[src/rtl/node_pkt_tx.sv]
// node_pkt_tx
// Transmit side of the EER-RL Q-table update path. On a start request the
// block scans the local neighbor Q-value table in node memory, keeps the
// largest value (lowest index wins on ties), then streams a packet of
// 16-bit words over a valid/ready link:
//   type, myID, myHops, myClusterID, myEnergy, bestQ, knownCHCount,
//   followed by the known-CH list read back from memory.
// Ports:
//   clk, nrst           clock (rising edge), synchronous active-low reset
//   en                  start request, honoured only while idle
//   pktType, my*, neighborCount, knownCHCount  packet fields, captured on start
//   mem_rd_en/mem_addr  memory read strobe and address
//   mem_rdata           read data, valid one cycle after mem_rd_en
//   tx_data/tx_valid/tx_ready/tx_last  outgoing word stream
//   bestQ/bestIdx       result of the last scan (bestIdx all-ones if none)
//   busy, done          activity flag and end-of-packet pulse
module node_pkt_tx #(
  parameter int WORD_WIDTH = 16,
  parameter int ADDR_WIDTH = 11,
  parameter logic [ADDR_WIDTH-1:0] QV_BASE  = 11'h100,
  parameter logic [ADDR_WIDTH-1:0] KCH_BASE = 11'h200
) (
  input  logic                  clk,
  input  logic                  nrst,
  input  logic                  en,
  input  logic [2:0]            pktType,
  input  logic [WORD_WIDTH-1:0] myID,
  input  logic [WORD_WIDTH-1:0] myHops,
  input  logic [WORD_WIDTH-1:0] myClusterID,
  input  logic [WORD_WIDTH-1:0] myEnergy,
  input  logic [WORD_WIDTH-1:0] neighborCount,
  input  logic [WORD_WIDTH-1:0] knownCHCount,
  output logic                  mem_rd_en,
  output logic [ADDR_WIDTH-1:0] mem_addr,
  input  logic [WORD_WIDTH-1:0] mem_rdata,
  output logic [WORD_WIDTH-1:0] tx_data,
  output logic                  tx_valid,
  input  logic                  tx_ready,
  output logic                  tx_last,
  output logic [WORD_WIDTH-1:0] bestQ,
  output logic [WORD_WIDTH-1:0] bestIdx,
  output logic                  busy,
  output logic                  done
);

  typedef enum logic [2:0] {
    IDLE     = 3'd0,
    SCAN_REQ = 3'd1,
    SCAN_CMP = 3'd2,
    HDR      = 3'd3,
    KCH_REQ  = 3'd4,
    KCH_WAIT = 3'd5,
    KCH_SEND = 3'd6,
    DONE     = 3'd7
  } state_t;

  state_t state_r, nextState_s;

  logic [2:0]            pktType_r, pktType_s;
  logic [WORD_WIDTH-1:0] myID_r, myID_s, myHops_r, myHops_s;
  logic [WORD_WIDTH-1:0] myClusterID_r, myClusterID_s, myEnergy_r, myEnergy_s;
  logic [WORD_WIDTH-1:0] neighborCount_r, neighborCount_s, knownCHCount_r, knownCHCount_s;
  logic [WORD_WIDTH-1:0] bestQ_r, bestQ_s, bestIdx_r, bestIdx_s;
  logic [WORD_WIDTH-1:0] nCnt_r, nCnt_s, kCnt_r, kCnt_s;
  logic [2:0]            hdrIdx_r, hdrIdx_s;
  logic                  memRdEn_r, memRdEn_s;
  logic [ADDR_WIDTH-1:0] memAddr_r, memAddr_s;
  logic [WORD_WIDTH-1:0] txData_r, txData_s;
  logic                  txValid_r, txValid_s, txLast_r, txLast_s;
  logic                  busy_r, busy_s, done_r, done_s;

  // One bit wider than the counters so index+1 never wraps at 16'hFFFF.
  logic [WORD_WIDTH:0]   nPlus1_s, kPlus1_s;
  logic                  hs_s;

  assign nPlus1_s = {1'b0, nCnt_r} + {{WORD_WIDTH{1'b0}}, 1'b1};
  assign kPlus1_s = {1'b0, kCnt_r} + {{WORD_WIDTH{1'b0}}, 1'b1};
  assign hs_s     = txValid_r & tx_ready;

  // Header word selected by its position in the packet.
  function automatic logic [WORD_WIDTH-1:0] hdrWord(
    input logic [2:0]            idx,
    input logic [2:0]            typ,
    input logic [WORD_WIDTH-1:0] id,
    input logic [WORD_WIDTH-1:0] hops,
    input logic [WORD_WIDTH-1:0] cid,
    input logic [WORD_WIDTH-1:0] energy,
    input logic [WORD_WIDTH-1:0] bq,
    input logic [WORD_WIDTH-1:0] kc
  );
    case (idx)
      3'd0:    hdrWord = {{(WORD_WIDTH-3){1'b0}}, typ};
      3'd1:    hdrWord = id;
      3'd2:    hdrWord = hops;
      3'd3:    hdrWord = cid;
      3'd4:    hdrWord = energy;
      3'd5:    hdrWord = bq;
      3'd6:    hdrWord = kc;
      default: hdrWord = {WORD_WIDTH{1'b0}};
    endcase
  endfunction

  // State register.
  always_ff @(posedge clk) begin
    if (!nrst) state_r <= IDLE;
    else       state_r <= nextState_s;
  end

  // Next-state decode.
  always_comb begin
    nextState_s = state_r;
    case (state_r)
      IDLE: begin
        if (!en)                            nextState_s = IDLE;
        else if (neighborCount != {WORD_WIDTH{1'b0}}) nextState_s = SCAN_REQ;
        else                                nextState_s = HDR;
      end
      SCAN_REQ: nextState_s = SCAN_CMP;
      SCAN_CMP: begin
        if (nPlus1_s < {1'b0, neighborCount_r}) nextState_s = SCAN_REQ;
        else                                    nextState_s = HDR;
      end
      HDR: begin
        if (hs_s && (hdrIdx_r == 3'd6))
          nextState_s = (knownCHCount_r != {WORD_WIDTH{1'b0}}) ? KCH_REQ : DONE;
        else
          nextState_s = HDR;
      end
      KCH_REQ:  nextState_s = KCH_WAIT;
      KCH_WAIT: nextState_s = KCH_SEND;
      KCH_SEND: begin
        if (!hs_s)                                 nextState_s = KCH_SEND;
        else if (kPlus1_s < {1'b0, knownCHCount_r}) nextState_s = KCH_REQ;
        else                                       nextState_s = DONE;
      end
      DONE:    nextState_s = IDLE;
      default: nextState_s = IDLE;
    endcase
  end

  // Captured fields, scan result and counters for the next cycle.
  always_comb begin
    pktType_s       = pktType_r;
    myID_s          = myID_r;
    myHops_s        = myHops_r;
    myClusterID_s   = myClusterID_r;
    myEnergy_s      = myEnergy_r;
    neighborCount_s = neighborCount_r;
    knownCHCount_s  = knownCHCount_r;
    bestQ_s         = bestQ_r;
    bestIdx_s       = bestIdx_r;
    nCnt_s          = nCnt_r;
    kCnt_s          = kCnt_r;
    hdrIdx_s        = hdrIdx_r;
    case (state_r)
      IDLE: begin
        if (en) begin
          pktType_s       = pktType;
          myID_s          = myID;
          myHops_s        = myHops;
          myClusterID_s   = myClusterID;
          myEnergy_s      = myEnergy;
          neighborCount_s = neighborCount;
          knownCHCount_s  = knownCHCount;
          bestQ_s         = {WORD_WIDTH{1'b0}};
          bestIdx_s       = {WORD_WIDTH{1'b1}};
          nCnt_s          = {WORD_WIDTH{1'b0}};
          kCnt_s          = {WORD_WIDTH{1'b0}};
          hdrIdx_s        = 3'd0;
        end else begin
          hdrIdx_s = hdrIdx_r;
        end
      end
      SCAN_CMP: begin
        // Strict compare keeps the lower index on ties; the first entry
        // always loads so a table of zeros still reports index 0.
        if ((mem_rdata > bestQ_r) || (bestIdx_r == {WORD_WIDTH{1'b1}})) begin
          bestQ_s   = mem_rdata;
          bestIdx_s = nCnt_r;
        end else begin
          bestQ_s   = bestQ_r;
        end
        nCnt_s = nPlus1_s[WORD_WIDTH-1:0];
      end
      HDR: begin
        if (hs_s) hdrIdx_s = hdrIdx_r + 3'd1;
        else      hdrIdx_s = hdrIdx_r;
      end
      KCH_SEND: begin
        if (hs_s) kCnt_s = kPlus1_s[WORD_WIDTH-1:0];
        else      kCnt_s = kCnt_r;
      end
      default: begin
        nCnt_s = nCnt_r;
      end
    endcase
  end

  // Output values, decoded from the state being entered so the ports
  // can come straight from flops.
  always_comb begin
    memRdEn_s = 1'b0;
    memAddr_s = memAddr_r;
    txData_s  = txData_r;
    txValid_s = 1'b0;
    txLast_s  = 1'b0;
    busy_s    = (nextState_s != IDLE);
    done_s    = (nextState_s == DONE);
    case (nextState_s)
      SCAN_REQ: begin
        memRdEn_s = 1'b1;
        memAddr_s = QV_BASE + nCnt_s[ADDR_WIDTH-1:0];
      end
      KCH_REQ: begin
        memRdEn_s = 1'b1;
        memAddr_s = KCH_BASE + kCnt_s[ADDR_WIDTH-1:0];
      end
      HDR: begin
        txValid_s = 1'b1;
        txData_s  = hdrWord(hdrIdx_s, pktType_s, myID_s, myHops_s, myClusterID_s,
                            myEnergy_s, bestQ_s, knownCHCount_s);
        txLast_s  = (hdrIdx_s == 3'd6) && (knownCHCount_s == {WORD_WIDTH{1'b0}});
      end
      KCH_SEND: begin
        txValid_s = 1'b1;
        // Read data is only present in KCH_WAIT; afterwards the word is held.
        if (state_r == KCH_WAIT) begin
          txData_s = mem_rdata;
          txLast_s = (kPlus1_s == {1'b0, knownCHCount_r});
        end else begin
          txData_s = txData_r;
          txLast_s = txLast_r;
        end
      end
      default: begin
        txValid_s = 1'b0;
      end
    endcase
  end

  // Datapath and output registers.
  always_ff @(posedge clk) begin
    if (!nrst) begin
      pktType_r       <= 3'd0;
      myID_r          <= {WORD_WIDTH{1'b0}};
      myHops_r        <= {WORD_WIDTH{1'b0}};
      myClusterID_r   <= {WORD_WIDTH{1'b0}};
      myEnergy_r      <= {WORD_WIDTH{1'b0}};
      neighborCount_r <= {WORD_WIDTH{1'b0}};
      knownCHCount_r  <= {WORD_WIDTH{1'b0}};
      bestQ_r         <= {WORD_WIDTH{1'b0}};
      bestIdx_r       <= {WORD_WIDTH{1'b1}};
      nCnt_r          <= {WORD_WIDTH{1'b0}};
      kCnt_r          <= {WORD_WIDTH{1'b0}};
      hdrIdx_r        <= 3'd0;
      memRdEn_r       <= 1'b0;
      memAddr_r       <= {ADDR_WIDTH{1'b0}};
      txData_r        <= {WORD_WIDTH{1'b0}};
      txValid_r       <= 1'b0;
      txLast_r        <= 1'b0;
      busy_r          <= 1'b0;
      done_r          <= 1'b0;
    end else begin
      pktType_r       <= pktType_s;
      myID_r          <= myID_s;
      myHops_r        <= myHops_s;
      myClusterID_r   <= myClusterID_s;
      myEnergy_r      <= myEnergy_s;
      neighborCount_r <= neighborCount_s;
      knownCHCount_r  <= knownCHCount_s;
      bestQ_r         <= bestQ_s;
      bestIdx_r       <= bestIdx_s;
      nCnt_r          <= nCnt_s;
      kCnt_r          <= kCnt_s;
      hdrIdx_r        <= hdrIdx_s;
      memRdEn_r       <= memRdEn_s;
      memAddr_r       <= memAddr_s;
      txData_r        <= txData_s;
      txValid_r       <= txValid_s;
      txLast_r        <= txLast_s;
      busy_r          <= busy_s;
      done_r          <= done_s;
    end
  end

  assign mem_rd_en = memRdEn_r;
  assign mem_addr  = memAddr_r;
  assign tx_data   = txData_r;
  assign tx_valid  = txValid_r;
  assign tx_last   = txLast_r;
  assign bestQ     = bestQ_r;
  assign bestIdx   = bestIdx_r;
  assign busy      = busy_r;
  assign done      = done_r;

endmodule

[config.mk]
export PLATFORM = sky130hd
export DESIGN_NAME = node_pkt_tx
export DESIGN_NICKNAME = d
export VERILOG_FILES = /design/src/rtl/node_pkt_tx.sv
export SDC_FILE = /design/constraint.sdc
export NUM_CORES = 1
export LEC_CHECK = 0
export CORE_MARGIN = 2
export CORE_UTILIZATION = 45
export DETAILED_ROUTE_END_ITERATION = 6
export GPL_ROUTABILITY_DRIVEN = 0
export PLACE_DENSITY = 0.7
export SLEW_MARGIN = 20
export SYNTH_ARGS = -nofsm -noshare
export SYNTH_HDL_FRONTEND = slang
export SYNTH_SLANG_ARGS = --single-unit
[constraint.sdc]
create_clock -name clk -period 4.65 [get_ports clk]
set_clock_uncertainty 0.2 [all_clocks]
set_input_delay 0.93 -clock clk [delete_from_list [all_inputs] [get_ports clk]]
set_output_delay 0.93 -clock clk [all_outputs]
set_load 0.05 [all_outputs]
==> out/results.tsv, run 1 <==
stage	metric	value	unit
run_status	outcome	complete, no violations	
clocking	setup bufs post-CTS	0	
floorplanning	chip width	156	um
worst_setup_path	CP top delay family	simple AND/OR/NAND/NOR gates	
timing	Hold Vio Cnt, Final	0	
clocking	clk buf depth	3	
finish	non-filler cells, final	1735	
floorplanning	Boundary Pins	183	
worst_setup_path	Max stage delay on crit path	780	ps
timing	Worst-Margin Slew	998	ps
finish	most common cell after layout, fill and taps aside	dfxtp_1	
synthesis	ys async rst share	0	%
power	Final Power	4.27	mW
synthesis	number of synthesized flops with an enable pin	0	
floorplanning	Initial Utilization	45.8	%
worst_setup_path	Cell Chain, Critical Path	and3_1 -> nand3_1 -> nor3_1 -> nand3_1 -> nor2_1 -> xor2_1 -> ha_1 -> nand3_1 -> a211oi_1 -> o21a_1 -> a41o_1 -> o31a_2 -> nand2_1 -> nor2_1 -> a221o_1	
synthesis	synthesized area per cell	8.16	um^2
timing	Worst slew margin	33.2	%
synthesis	synth unique cells	72	
worst_setup_path	Worst Setup End Kind	register	
finish	post-route cell area	0.0132	mm^2
floorplanning	core area	0.0226	mm^2
worst_setup_path	Bufs and invs on worst path	0	
finish	nets	1606	
timing	unrepaired setup endpoints after global routing	no	
finish	layout cell share with drive strength beyond 1	6.41	%
placed_design	I/O Buffers	182	
global_route	global-route wire length before repair	48.9	mm
global_route	GRT Util Overall	25.1	%
power	Seq pwr share	43.6	%
drt	vias	9748	
drt	# DRC	0	
power	Switching Fraction	27.2	%
synthesis	Mapped Nets	1441	
finish	antenna diode count	0	
clocking	clk sinks	201	
synthesis	Top FF cell, synth	dfxtp_1	
timing	max-slew violations	0	
clocking	CTS buffer count	23	
drt	DR pass1 iterations	5	
clocking	CTS root buf	clkbuf_16	
hold_path	Hold Crit Class	reg2reg	
power	maximum vdd drop	0.000257	V
finish	final core occ	58.4	%
clocking	CTS H-tree depth	1	
worst_setup_path	Worst EP required	4910	ps
synthesis	number of synthesized register bits	201	
power	switching power total	1.16	mW
drt	routed wire length	30.9	mm
power	PwrDens	323	mW/mm^2
floorplanning	Row Count	55	
drt	drt wl/cell	17.8	um
drt	Antenna Nets Post-Route	0	
worst_setup_path	Critical Path AT	4550	ps
worst_setup_path	Worst Path Max Fanout	13	
drt	Vias/cell	5.62	
power	Clk pwr share	40.2	%
clocking	clock-pin slew on the worst setup and hold paths	60	ps
global_route	largest net degree at the start of global routing	105	
drt	Detailed Route Iter0 Violations	738	
synthesis	Post-Syn Instances	1270	
timing	sum of negative setup slack	0	ps
synthesis	Syn Std Cell Area	0.0104	mm^2
flow_run	max_cap viols	0	
worst_setup_path	Worst Setup Path Type	reg2reg	
global_route	global route overflow	0	
global_route	initial antenna violation count	0	
worst_setup_path	most frequent cell on the critical path	nand3_1	
timing	period utilization	92.2	%
synthesis	synthesis warning total	0	
worst_setup_path	critical path's slowest cell	nor2_1	
placed_design	placed instance count	1695	
power	combinational power share	16.2	%
placed_design	dpl hpwl	22.9	mm
finish	most frequent cells in the layout	201 x dfxtp_1, 182 x clkdlybuf4s50_1, 166 x nor2_1	
power	Int Power	3.10	mW
clocking	cts hold-fix bufs	0	
global_route	vias in the first global route	9126	
worst_setup_path	Worst Setup Start Kind	register	
timing	Setup violations, final	0	
synthesis	register area share after synthesis	38.8	%
timing	FMAX	0.233	GHz
clocking	clock latency on the worst-skew pair	520	ps
clocking	CTS tree	yes	
floorplanning	die area	0.0243	mm^2
floorplanning	Vert. Die Dim	156	um
placed_design	dpl cell area	0.0125	mm^2
timing	Final min period	4290	ps
power	leakage	5.13	nW
finish	area delta synth->final	27.6	%
per-stage QoR:
step	hold slack [ps]	worst slack, ps
finish	255	365
global placement	241	315
floorplan	236	484
CTS	255	370
global route	277	43.9
detailed placement	248	305
cell type report:
| type | count | area, um^2 |
|---|---|---|
| multi-input combinational | 932 | 5790 |
| clock buffer | 36 | 684 |
| fill | 2037 | 9420 |
| timing repair buffer | 217 | 2110 |
| sequential | 201 | 4020 |
| clock inverter | 4 | 26.3 |
| tap | 285 | 357 |
| inverter | 60 | 228 |
worst paths after layout:
kind / from / to / slack, ps / cells after the start
hold / removal: myHops_r[14] / myHops_r[14] / 260 / 2
setup reg to reg: nCnt_r[1] / tx_data[14] / 360 / 15
hold reg to reg: myHops_r[14] / myHops_r[14] / 260 / 2
setup / recovery: nCnt_r[1] / tx_data[14] / 360 / 15
registers in the layout (all words and copies together) (netlist names):
| signal | cells |
|---|---|
| done | 1 |
| myHops_r | 16 |
| mem_addr | 11 |
| pktType_r | 3 |
| tx_last | 1 |
| busy | 1 |
| nCnt_r | 16 |
| tx_valid | 1 |
| kCnt_r | 16 |
| myClusterID_r | 16 |
| bestQ | 16 |
| knownCHCount_r | 16 |
| myEnergy_r | 16 |
| myID_r | 16 |
| hdrIdx_r | 3 |
| state_r | 3 |
| tx_data | 16 |
| bestIdx | 16 |
| mem_rd_en | 1 |
| neighborCount_r | 16 |
cells in the mapped netlist, drive strengths merged, types with 35 or more instances:
master  number  share of area (%)
clkbuf      53                1.9
nand2      146                5.3
nor3        41                2.1
o21ai       72                3.5
ha          52                6.3
nor2       167                6.0
and2        35                2.1
a21oi       70                3.4
dfxtp      201                 39
inv         59                2.1
mux2i       71                6.9
power groups by stage:
stage                     clock (mW)  combinational, mW  sequential (mW)
final                           1.71              0.693             1.86
after global routing            1.81              0.757             1.87
after CTS                       1.73              0.692             1.86
after detailed placement           0              0.688             1.90
after global placement             0              0.682             1.89
after floorplan                    0              0.366             1.94
kinds of logic after synthesis:
group	Yosys count	share of synthesized area, %
xor gates and xnor gates	32	2.70
buffers and inverters	137	5.53
and+or+nand+nor	489	21.9
DFF	201	38.8
adders and majority gates	52	6.28
AOI/OAI and AO/OA	286	17.7
muxes	73	7.07
worst min-delay path: cells and delay by family, from the launching register on:
kind             cells  cell delay [ps]
AND/OR/NAND/NOR      1               50
flip-flops           1              310
AO/OA/AOI/OAI        1               50
routing by layer:
metal	vias up	routed length [um]	track usage, %
met5	-	0	0
met4	0	894	7.78
met3	56	2190	3.22
met2	383	14100	41.0
met1	4496	13700	34.6
li1	4813	-	-
what timing repair did:
item | CTS | global route
hold endpoints to repair | 0 | 0
setup endpoints to repair | 0 | 11
gates resized for setup | 0 | 5
(Power assumes the default switching activity.)
==> inputs of run 2 (changes only) <==
CORE_MARGIN = 1.5   (was 2)
CORE_UTILIZATION = 50   (was 45)
MAX_ROUTING_LAYER = met4   (was default)
PLACE_DENSITY = 0.76   (was 0.7)
==> out/results.tsv, run 2 (synthesis results as in run 1) <==
stage	metric	value	unit
run_status	outcome	complete, no violations	
floorplanning	die area	0.0216	mm^2
worst_setup_path	Worst Path Max Fanout	13	
hold_path	Worst Hold Depth	2	
worst_setup_path	Worst Setup Start Kind	register	
hold_path	worst min-delay path endpoint	neighborCount_r[11]	
worst_setup_path	most frequent cell on the critical path	ha_1	
worst_setup_path	Reg2Reg Setup Slack	520	ps
placed_design	Setup WS pre-CTS	148	ps
placed_design	dpl hpwl	22.6	mm
global_route	global route overflow	0	
finish	antenna diode count	0	
timing	Setup violations, final	0	
timing	Worst slew margin	39.7	%
worst_setup_path	cell count of the worst reg-to-reg path	15	
clocking	CTS root buf	clkbuf_16	
finish	most frequent cells in the layout	201 x dfxtp_1, 182 x clkdlybuf4s50_1, 166 x nor2_1	
drt	drt wl/cell	17.8	um
finish	layout cell share with drive strength beyond 1	6.15	%
global_route	global-route wire length before repair	48.4	mm
clocking	CTS tree	yes	
drt	vias	9929	
timing	Final min period	4130	ps
power	maximum vdd drop	0.000301	V
drt	Antenna Nets Post-Route	0	
clocking	CTS buffer count	23	
finish	final core occ	65.1	%
worst_setup_path	critical path's slowest cell	o31a_2	
floorplanning	Boundary Pins	183	
drt	Detailed Route Iter0 Violations	693	
finish	area delta synth->final	27.6	%
clocking	clk buf depth	3	
timing	sum of negative setup slack	0	ps
finish	register area	0.00402	mm^2
placed_design	I/O Buffers	182	
worst_setup_path	Cell Chain, Critical Path	ha_1 -> nand4_1 -> nor3_1 -> and2_1 -> nand3_1 -> xnor2_1 -> ha_1 -> a21o_1 -> a211o_1 -> a22oi_1 -> o211ai_1 -> o31a_2 -> nand2_1 -> nor2_2 -> a221o_1	
timing	FMAX	0.242	GHz
finish	nets	1600	
floorplanning	chip width	147	um
timing	period utilization	88.9	%
finish	non-filler cells, final	1716	
timing	max-slew violations	0	
worst_setup_path	Max stage delay on crit path	420	ps
timing	setup ws final	517	ps
flow_run	max_cap viols	0	
clocking	clk sinks	201	
timing	unrepaired setup endpoints after global routing	no	
drt	routed wire length	30.5	mm
floorplanning	Initial Utilization	51.1	%
global_route	initial antenna violation count	0	
finish	Multi-input gate area	0.00578	mm^2
worst_setup_path	CP top delay family	compound AO/OA/AOI/OAI gates	
timing	Worst-Margin Slew	902	ps
worst_setup_path	RR Startpoint	nCnt_r[0]	
worst_setup_path	Worst Setup Path Type	reg2reg	
power	leakage	5.15	nW
hold_path	Hold Crit Start	neighborCount_r[11]	
global_route	vias in the first global route	9412	
drt	DR pass1 iterations	5	
worst_setup_path	Worst EP required	4860	ps
global_route	largest net degree at the start of global routing	95	
finish	filler cell count	1758	
placed_design	placed instance count	1674	
hold_path	Hold Crit Class	reg2reg	
clocking	CTS H-tree depth	1	
finish	most common cell after layout, fill and taps aside	dfxtp_1	
clocking	clock latency on the worst-skew pair	530	ps
power	PwrDens	337	mW/mm^2
power	Final Power	4.46	mW
floorplanning	Vert. Die Dim	147	um
worst_setup_path	Worst Setup End Kind	register	
worst_setup_path	Bufs and invs on worst path	0	
drt	# DRC	0	
floorplanning	core area	0.0203	mm^2
global_route	GRT Util Overall	28.6	%
worst_setup_path	Critical Path AT	4340	ps
floorplanning	Row Count	52	
worst_setup_path	reg-to-reg endpoint	tx_data[7]	
drt	Vias/cell	5.79	
clocking	clock-pin slew on the worst setup and hold paths	60	ps
timing	Hold Vio Cnt, Final	0	
-- run 2: cell count changes in the layout (fill, tap and decap cells not counted), sizes merged --
cell and change:
clkinv +4, inv +1, buf -6, bufinv +3
clkbuf -5, clkinvlp -1
-- run 2: area by class of cell --
cell class | instances | area share (%)
Multi-Input combinational cell | 932 | 43.7
Sequential cell | 201 | 30.4
Timing Repair Buffer | 211 | 15.5
Clock buffer | 31 | 4.96
Tap cell | 270 | 2.56
Inverter | 60 | 1.72
Clock inverter | 11 | 1.13
-- run 2: repair_timing --
| item | CTS | global route |
|---|---|---|
| gates resized for setup | 0 | 1 |
| hold buffers | 0 | 0 |
| setup endpoints to repair | 0 | 13 |
| buffers inserted | 0 | 0 |
-- run 2: how the worst max path moves through the flow --
stage / startpoint / to / cells after the start
after CTS: nCnt_r[0] / tx_data[7] / 15
after global routing: kCnt_r[0] / mem_addr[9] / 16
after floorplan: kCnt_r[0] / mem_addr[1] / 17
after global placement: tx_ready / tx_data[9] / 9
after detailed placement: tx_ready / tx_data[4] / 9
final: nCnt_r[0] / tx_data[7] / 15
-- run 2: per-layer routing --
layer	part of all wire (%)	vias up	GRT usage, %
met5	0	-	-
met4	5.0	0	12.5
met3	6.8	75	3.70
met2	45	423	44.5
met1	43	4624	37.4
li1	-	4807	-
-- run 2: worst min-delay path: cells and delay by family (launching register included) --
family / cells / cell delay (ps)
compound gates: 1 / 50
flops: 1 / 310
simple gates: 1 / 50
-- run 2: power by group --
part,leakage [nW],switching (mW),internal (mW),total [mW]
combinational,3.11,0.405,0.288,0.694
clock,0.403,0.742,1.16,1.91
sequential,1.64,0.0518,1.81,1.86
-- run 2: through the flow --
stage          hold slack [ps]  instance area, um^2
2_1_floorplan              236                10400
3_5_place_dp               248                12400
4_1_cts                    256                13200
6_report                   256                13200
5_1_grt                    272                13200
3_3_place_gp               241                12400
==> inputs of run 3 (changes only) <==
CORE_ASPECT_RATIO = 2   (was default)
==> out/results.tsv, run 3 (synthesis results as in run 1) <==
stage	metric	value	unit
run_status	outcome	complete, no violations	
finish	register area	0.00402	mm^2
floorplanning	core area	0.0204	mm^2
floorplanning	die area	0.0217	mm^2
timing	sum of negative setup slack	0	ps
worst_setup_path	RR Startpoint	kCnt_r[0]	
drt	drt wl/cell	19.2	um
worst_setup_path	Worst Path Max Fanout	6	
floorplanning	Vert. Die Dim	207	um
hold_path	Hold Crit Start	neighborCount_r[14]	
global_route	GR Util met3	3.45	%
timing	unrepaired setup endpoints after global routing	no	
drt	vias	10100	
worst_setup_path	Worst Setup Start Kind	register	
finish	most common cell after layout, fill and taps aside	dfxtp_1	
floorplanning	Initial Utilization	50.9	%
finish	nets	1612	
global_route	global-route wire length before repair	51.1	mm
floorplanning	chip width	105	um
timing	Final min period	4230	ps
power	maximum vdd drop	0.000293	V
global_route	GRT Util Overall	30.8	%
global_route	largest net degree at the start of global routing	121	
timing	Worst-Margin Slew	893	ps
clocking	CTS buffer count	19	
timing	FMAX	0.236	GHz
finish	post-route cell area	0.0132	mm^2
power	PwrDens	312	mW/mm^2
clocking	clock-pin slew on the worst setup and hold paths	70	ps
clocking	clk sinks	201	
placed_design	I/O Buffers	182	
finish	antenna diode count	0	
global_route	global route overflow	0	
flow_run	max_cap viols	0	
finish	Multi-input gate area	0.00578	mm^2
drt	DR pass1 iterations	5	
placed_design	dpl cell area	0.0126	mm^2
drt	Vias/cell	5.90	
clocking	CTS root buf	clkbuf_16	
finish	final core occ	64.6	%
clocking	setup bufs post-CTS	0	
placed_design	Setup WS pre-CTS	280	ps
global_route	vias in the first global route	10100	
drt	Detailed Route Iter0 Violations	649	
power	leakage	5.13	nW
floorplanning	Boundary Pins	183	
finish	filler cell count	1751	
global_route	met1 Use GR	30.0	%
drt	Antenna Nets Post-Route	0	
clocking	cts hold-fix bufs	0	
finish	most frequent cells in the layout	201 x dfxtp_1, 182 x clkdlybuf4s50_1, 166 x nor2_1	
clocking	clk buf depth	3	
power	Final Power	4.11	mW
finish	layout cell share with drive strength beyond 1	6.75	%
clocking	CTS H-tree depth	1	
clocking	CTS tree	yes	
timing	max-slew violations	0	
finish	area delta synth->final	27.0	%
worst_setup_path	Worst EP required	4870	ps
floorplanning	Row Count	74	
timing	setup ws final	416	ps
worst_setup_path	Worst Setup End Kind	register	
global_route	initial antenna violation count	0	
worst_setup_path	Critical Path AT	4460	ps
timing	Hold Vio Cnt, Final	0	
global_route	GRT met2 Usage	54.9	%
global_route	Most Crowded Layer GR	met2	
placed_design	dpl hpwl	25.0	mm
drt	# DRC	0	
timing	Setup violations, final	0	
clocking	Resized cells post-CTS	0	
hold_path	Hold Crit Class	reg2reg	
timing	period utilization	91.0	%
worst_setup_path	Worst Setup SP	kCnt_r[0]	
timing	Worst slew margin	40.2	%
worst_setup_path	Worst Setup Path Type	reg2reg	
drt	routed wire length	33.0	mm
clocking	clock latency on the worst-skew pair	500	ps
==> run 3: cell count changes in the layout (fill, tap and decap cells not counted), sizes merged <==
cell | before | now
clkinv | 6 | 5
inv | 62 | 61
clkbuf | 31 | 21
buf | 29 | 45
bufinv | 3 | 1
clkinvlp | 0 | 3
==> run 3: worst paths after layout <==
kind	to	slack [ps]	cells past startpoint
min reg2reg	neighborCount_r[14]	260	2
max reg2reg	mem_addr[1]	420	15
min	neighborCount_r[14]	260	2
max	mem_addr[1]	420	15
==> run 3: final cells by class <==
cell class | count | share of cell area, %
sequential | 201 | 30.6
timing repair buffer | 227 | 16.7
clock inverter | 10 | 0.741
multi-input combinational | 932 | 43.9
tap | 266 | 2.53
inverter | 60 | 1.73
clock buffer | 21 | 3.82
==> run 3: worst max-delay path: stages (launching register included) <==
cell and delay, ps:
dfxtp_1 350, buf_4 130, nand4_1 200, nor4_1 440
nand3_1 230, nor2_1 250, xor2_1 180, ha_1 260
o21a_1 190, o211ai_1 310, buf_4 190, nand4_1 120
and2_1 190, or3_1 420, a221o_1 390, a21oi_1 120
==> run 3: routing by layer <==
layer,vias up,wire length (um)
met1,4737,11400
met2,418,17100
met3,159,1590
li1,4815,-
met5,-,0
met4,0,2890
==> run 3: where the power goes <==
| group | switching [mW] | leakage (nW) | internal [mW] |
|---|---|---|---|
| registers | 0.0537 | 1.64 | 1.81 |
| logic | 0.412 | 3.20 | 0.297 |
| clock network | 0.697 | 0.288 | 0.843 |
| total | 1.16 | 5.13 | 2.95 |
==> run 3: per-stage QoR <==
step                      hold slack [ps]  instances
after global routing                  275       1717
after global placement                241       1686
after floorplan                       236       1270
after detailed placement              248       1686
after CTS                             257       1717
final                                 257       1717
